### config.mk
export PLATFORM = sky130hd
export DESIGN_NAME = load_store_unit
export DESIGN_NICKNAME = d
export VERILOG_FILES = /design/src/rtl/load_store_unit_pkg.sv /design/src/rtl/load_store_unit_load_extend.sv /design/src/rtl/load_store_unit.sv
export SDC_FILE = /design/constraint.sdc
export NUM_CORES = 1
export LEC_CHECK = 0
export ABC_CLOCK_PERIOD_IN_PS = 3400
export CELL_PAD_IN_SITES_DETAIL_PLACEMENT = 2
export CELL_PAD_IN_SITES_GLOBAL_PLACEMENT = 2
export CORE_ASPECT_RATIO = 0.7
export CORE_MARGIN = 4
export CORE_UTILIZATION = 24
export CTS_CLUSTER_DIAMETER = 150
export CTS_CLUSTER_SIZE = 24
export DETAILED_ROUTE_END_ITERATION = 16
export PLACE_DENSITY_LB_ADDON = 0.1
export SYNTH_ARGS = -nofsm -noshare
export SYNTH_HDL_FRONTEND = slang
export SYNTH_SLANG_ARGS = --single-unit
export TNS_END_PERCENT = 30
### constraint.sdc
create_clock -name i_clk -period 3.4 [get_ports i_clk]
set_input_delay 1.02 -clock i_clk [delete_from_list [all_inputs] [get_ports i_clk]]
set_output_delay 1.02 -clock i_clk [all_outputs]
set_load 0.01 [all_outputs]
### src/rtl/load_store_unit_pkg.sv
// Shared definitions for the load/store unit: bus width, funct3 access codes,
// FSM state encoding and small size/alignment helpers.
package load_store_unit_pkg;

  localparam int unsigned XLEN = 64;

  typedef enum logic [2:0] {
    F3_B  = 3'b000,
    F3_H  = 3'b001,
    F3_W  = 3'b010,
    F3_D  = 3'b011,
    F3_BU = 3'b100,
    F3_HU = 3'b101,
    F3_WU = 3'b110
  } funct3_e;

  typedef enum logic [1:0] {
    ST_IDLE = 2'd0,
    ST_BUS  = 2'd1,
    ST_DONE = 2'd2
  } state_e;

  // size is funct3[1:0]: 0=byte, 1=half, 2=word, 3=double
  function automatic logic is_aligned(input logic [1:0] size, input logic [2:0] offset);
    case (size)
      2'b00:   is_aligned = 1'b1;
      2'b01:   is_aligned = ~offset[0];
      2'b10:   is_aligned = (offset[1:0] == 2'b00);
      default: is_aligned = (offset == 3'b000);
    endcase
  endfunction

  function automatic logic [7:0] size_mask(input logic [1:0] size);
    case (size)
      2'b00:   size_mask = 8'h01;
      2'b01:   size_mask = 8'h03;
      2'b10:   size_mask = 8'h0F;
      default: size_mask = 8'hFF;
    endcase
  endfunction

endpackage

### src/rtl/load_store_unit_load_extend.sv
// Moves the addressed bytes of a 64-bit bus word down to bit 0, then
// truncates and sign/zero-extends according to funct3.
module load_extend
  import load_store_unit_pkg::*;
(
  input  logic [XLEN-1:0] rdata,
  input  logic [2:0]      offset,
  input  logic [2:0]      funct3,
  output logic [XLEN-1:0] result
);

  logic [XLEN-1:0] shifted;

  always_comb begin
    shifted = rdata >> {offset, 3'b000};
    result  = shifted;
    case (funct3)
      F3_B:    result = {{56{shifted[7]}},  shifted[7:0]};
      F3_H:    result = {{48{shifted[15]}}, shifted[15:0]};
      F3_W:    result = {{32{shifted[31]}}, shifted[31:0]};
      F3_BU:   result = {56'b0, shifted[7:0]};
      F3_HU:   result = {48'b0, shifted[15:0]};
      F3_WU:   result = {32'b0, shifted[31:0]};
      default: result = shifted;
    endcase
  end

endmodule

### src/rtl/load_store_unit.sv
// Single-outstanding load/store unit: checks alignment, launches one bus
// transaction, waits for ack, and returns an extended load result.
module load_store_unit
  import load_store_unit_pkg::*;
(
  input  logic            i_clk,
  input  logic            i_reset,
  input  logic            i_mem_read,
  input  logic            i_mem_write,
  input  logic [2:0]      i_funct3,
  input  logic [XLEN-1:0] i_addr,
  input  logic [XLEN-1:0] i_wdata,
  output logic            o_bus_req,
  output logic            o_bus_we,
  output logic [XLEN-1:0] o_bus_addr,
  output logic [XLEN-1:0] o_bus_wdata,
  output logic [7:0]      o_bus_be,
  input  logic            i_bus_ack,
  input  logic [XLEN-1:0] i_bus_rdata,
  output logic            o_stall,
  output logic [XLEN-1:0] o_rdata,
  output logic            o_rdata_valid,
  output logic            o_misaligned
);

  state_e          state_q, state_d;
  logic [XLEN-1:0] addr_q, addr_d;
  logic [XLEN-1:0] wdata_q, wdata_d;
  logic [XLEN-1:0] rdata_q, rdata_d;
  logic [7:0]      be_q, be_d;
  logic            we_q, we_d;
  logic [2:0]      off_q, off_d;
  logic [2:0]      f3_q, f3_d;

  logic            access;
  logic            aligned;
  logic            stall;
  logic            misaligned;
  logic [XLEN-1:0] load_result;

  load_extend u_load_extend (
    .rdata  (i_bus_rdata),
    .offset (off_q),
    .funct3 (f3_q),
    .result (load_result)
  );

  always_comb begin
    state_d    = state_q;
    addr_d     = addr_q;
    wdata_d    = wdata_q;
    rdata_d    = rdata_q;
    be_d       = be_q;
    we_d       = we_q;
    off_d      = off_q;
    f3_d       = f3_q;
    stall      = 1'b0;
    misaligned = 1'b0;
    access     = i_mem_read | i_mem_write;
    aligned    = is_aligned(i_funct3[1:0], i_addr[2:0]);

    case (state_q)
      ST_IDLE: begin
        if (access && aligned) begin
          stall   = 1'b1;
          state_d = ST_BUS;
          // read+write together resolves to a write
          we_d    = i_mem_write;
          addr_d  = {i_addr[XLEN-1:3], 3'b000};
          off_d   = i_addr[2:0];
          f3_d    = i_funct3;
          be_d    = size_mask(i_funct3[1:0]) << i_addr[2:0];
          case (i_funct3[1:0])
            2'b00:   wdata_d = {8{i_wdata[7:0]}};
            2'b01:   wdata_d = {4{i_wdata[15:0]}};
            2'b10:   wdata_d = {2{i_wdata[31:0]}};
            default: wdata_d = i_wdata;
          endcase
        end else if (access) begin
          misaligned = 1'b1;
        end
      end
      ST_BUS: begin
        stall = 1'b1;
        if (i_bus_ack) begin
          state_d = ST_DONE;
          if (!we_q) rdata_d = load_result;
        end
      end
      ST_DONE: state_d = ST_IDLE;
      default: state_d = ST_IDLE;
    endcase
  end

  always_ff @(posedge i_clk) begin
    if (i_reset) begin
      state_q <= ST_IDLE;
      addr_q  <= '0;
      wdata_q <= '0;
      rdata_q <= '0;
      be_q    <= '0;
      we_q    <= 1'b0;
      off_q   <= '0;
      f3_q    <= '0;
    end else begin
      state_q <= state_d;
      addr_q  <= addr_d;
      wdata_q <= wdata_d;
      rdata_q <= rdata_d;
      be_q    <= be_d;
      we_q    <= we_d;
      off_q   <= off_d;
      f3_q    <= f3_d;
    end
  end

  assign o_bus_req     = (state_q == ST_BUS);
  assign o_bus_we      = we_q;
  assign o_bus_addr    = addr_q;
  assign o_bus_wdata   = wdata_q;
  assign o_bus_be      = be_q;
  assign o_rdata       = rdata_q;
  assign o_rdata_valid = (state_q == ST_DONE) && !we_q;
  // combinational strobes are masked while reset is held
  assign o_stall       = stall & ~i_reset;
  assign o_misaligned  = misaligned & ~i_reset;

endmodule
==> results of run 1 <==
metal layers:
layer,GRT usage [%],vias up,share of wire (%)
met4,3.99,4,1.5
met1,30.8,5264,49
met2,31.3,245,43
met5,0,-,0.042
li1,-,5020,-
met3,5.39,32,6.5
logic make-up (layout without fill, tap and decap cells):
group	after synthesis	after routing	synth area share, %
mux	100	100	11.4
buf+inv	126	472	6.08
other cells	1	10	0.0370
simple gates	532	532	22.4
flops	206	206	40.7
compound gates	278	278	19.4
path summary, 6_finish.rpt:
path | startpoint | endpoint | slack, ns | cells after the start
max reg2reg | f3_q[1] | o_rdata[62] | 0.55 | 6
min reg2reg | o_bus_be[4] | o_bus_be[4] | 0.46 | 2
min | o_bus_be[4] | o_bus_be[4] | 0.46 | 2
max | i_addr[0] | o_stall | 0.10 | 9
tightest hold or removal path, cell delays in order (launching register included):
cell,delay (ns)
dfxtp_1,0.33
nand2_1,0.05
a21oi_1,0.05
layout by cell type, fill, tap and decap left out, types with 2 or more instances in the layout:
cell type,instances
mux2_1,2
buf_12,9
nand2_1,261
or3_1,5
a32oi_1,16
and3b_1,3
nand2b_1,24
nor2_1,150
mux2_2,19
nor3_1,52
clkdlybuf4s50_1,393
conb_1,3
a21oi_1,107
mux4_2,10
a211o_1,2
o21ai_0,25
buf_4,45
diode_2,7
mux2i_1,68
a211oi_1,54
a211oi_2,30
inv_1,3
clkbuf_16,12
nor3b_1,2
buf_6,2
dlygate4sd2_1,3
nor2b_1,15
a311oi_1,30
o211ai_1,4
dfxtp_2,2
nor3_2,2
nand3b_1,2
dfxtp_1,204
nand3_1,8
buf_2,3
state kept, by name (all words and copies together), names as in the netlist:
name and flops:
off_q 3, state_q 2, o_bus_we 1, o_bus_be 8, f3_q 3, o_bus_addr 61, o_rdata 64, o_bus_wdata 64
Yosys cell counts (2+ instances only):
cell / number
nand2_1: 261
dfxtp_1: 206
nor2_1: 150
a21oi_1: 108
mux2i_1: 68
clkbuf_1: 67
a211oi_1: 54
nor3_1: 54
buf_2: 36
a211oi_2: 30
a311oi_1: 30
o21ai_0: 26
nand2b_1: 24
mux2_2: 19
a32oi_1: 16
nor2b_1: 15
mux4_2: 10
buf_1: 8
nand3_1: 8
buf_4: 5
or3_1: 5
buf_6: 4
o211ai_1: 4
and3b_1: 3
buf_12: 3
inv_1: 3
a211o_1: 2
mux2_1: 2
nand3b_1: 2
nor3b_1: 2
nor4_1: 2
where the power goes:
part | total, mW | internal (mW) | switching, mW
clock | 1.59 | 0.659 | 0.926
combinational | 1.83 | 0.880 | 0.947
sequential | 2.71 | 2.60 | 0.115
total | 6.13 | 4.14 | 1.99
per-stage QoR:
stage / instance area (sq um) / utilization (%) / hold WS, ns
after CTS: 15100 / 36.5 / 0.466
after global placement: 14700 / 35.6 / 0.440
after floorplan: 10100 / - / 0.458
final: 15100 / 36.6 / 0.460
after detailed placement: 14700 / 35.6 / 0.449
after global routing: 15100 / 36.6 / 0.484
final cells by class:
class                           instances  area share, %
Antenna cell                            7          0.116
Clock buffer                           12           1.99
Clock inverter                          2          0.182
Inverter                                3         0.0745
Multi-Input combinational cell        913           36.0
Sequential cell                       206           27.3
Tap cell                              544           4.50
Timing Repair Buffer                  455           29.9
what timing repair did:
action | 4_1_cts | 5_1_grt
pin swaps | 5 | 0
buffers inserted | 3 | 0
gates resized for setup | 17 | 1
endpoints found under the setup margin | 2 | 1
cloned | 0 | 0
==> flow_metrics.tcl, run 1 <==
set metrics [dict create \
    synth-seq-area-share_pct 40.7 \
    synth_top_cell_by_area "dfxtp_1" \
    fin_crit_sh_pct 96.9 \
    final_nets 1791 \
    n_fill_cell 4662 \
    die_x_um 254 \
    synth_area_sq_um 10100 \
    leakage_nw 5.11 \
    cap_violations 0 \
    yosysTopAreaCellShare_pct 40.7 \
    powerDensity_nw_per_um2 405 \
    clk_pin_slew_ns 0.11 \
    synth-edff-count 0 \
    hold_class "flip-flop to flip-flop" \
    dp_slack_ns -0.594 \
    status "complete, no violations" \
    max_slew.worst_pin.slew_ns 1.19 \
    track_usage_pct 21.0 \
    routed_via_density 4.93 \
    layout-drive-gt1-share_pct 9.05 \
    insertion_delay_ns 0.53 \
    report.power.total_mw 6.13 \
    stdcell_count 2142 \
    postRouteAntennaNets 0 \
    die_area_sq_um 45600 \
    final_max_slew_viol_count 0 \
    finalSetupViolCount 0 \
    yosys_register_bits 206 \
    finalSetupTns_ns 0 \
    drtIter0Drc 556 \
    fin_crit_ns 3.30 \
    clk_path_buf_depth 3 \
    cts-hold-fix-buffers 0 \
    synth_cell_types 47 \
    h-tree-depth 1 \
    crit_chain "dlygate4sd2_1, buf_4, a21oi_2, o21ai_4, nor2_1, nor2_1, nor3_2, buf_4, buf_6" \
    drc 0 \
    vias 10565 \
    drt-total-wl_um 50000 \
    grt_pass1_wl_um 74000 \
    placed_cells 2118 \
    core-area_sq_um 41300 \
    grt_pass1_vias 11064 \
    syn_inst 1243 \
    vdd_ir_drop_max_mv 0.228 \
    initial_core_util_pct 24.5 \
    io_buffer_count 401 \
    slowest_delay_ns 0.26 \
    grt_max_degree 90 \
    rows 62 \
    finClkSkew_ns 0.0584 \
    hold_viol_final 0 \
    io_pins 405 \
    endpoint_kind "output pin" \
    place_congestion 0.878 \
    cp_top_family "buffers and inverters" \
    antenna_found_initial 8 \
    max_freq_ghz 0.303 \
    arrival_ns 2.28 \
    postSynth.asyncResetShare_pct 0 \
    cp_num_buf_inv 4 \
    slowest_stage "dlygate4sd2_1" \
    grt_overflow 0 \
    required_ns 2.38 \
    routedWlPerCell_um 23.3 \
    multi_input_area_sq_um 5440 \
    avgSynthCellArea_sq_um 8.15 \
    clockRootBuffer "clkbuf_16" \
    worst_slack_ns 0.104 \
    dp_hpwl_um 38000 \
    cp_max_fo 2 \
    relSlewSlack_pct 20.8 \
    critPathKind "input pin to output pin" \
    synth-main-ff-cell "dfxtp_1" \
    cts_tree "done" \
    worstSetupStartpointType "input pin" \
    rsz0062_at_grt "false" \
    synth_area_leaders "dfxtp_1, nand2_1, mux2i_1, nor2_1, a21oi_1" \
    syn_to_final_growth_pct 49.2 \
    dr.pass1.iters 4 \
    cts_buffers 12 \
    ff_latch_area_sq_um 4130 \
    ys_warn_count 0 \
    cts.sinks 206 \
    die_h_um 180 \
]
Note: power is estimated with default switching activity, not from simulation.
==> run 2, diff against run 1 <==
--- a/config.mk
+++ b/config.mk
@@ -15,6 +15,7 @@
 export CTS_CLUSTER_SIZE = 24
 export DETAILED_ROUTE_END_ITERATION = 16
 export PLACE_DENSITY_LB_ADDON = 0.1
+export SKIP_LAST_GASP = 1
 export SYNTH_ARGS = -nofsm -noshare
 export SYNTH_HDL_FRONTEND = slang
 export SYNTH_SLANG_ARGS = --single-unit
==> results of run 2 <==
The final DEF is identical to that of run 1; final timing and power are the same.
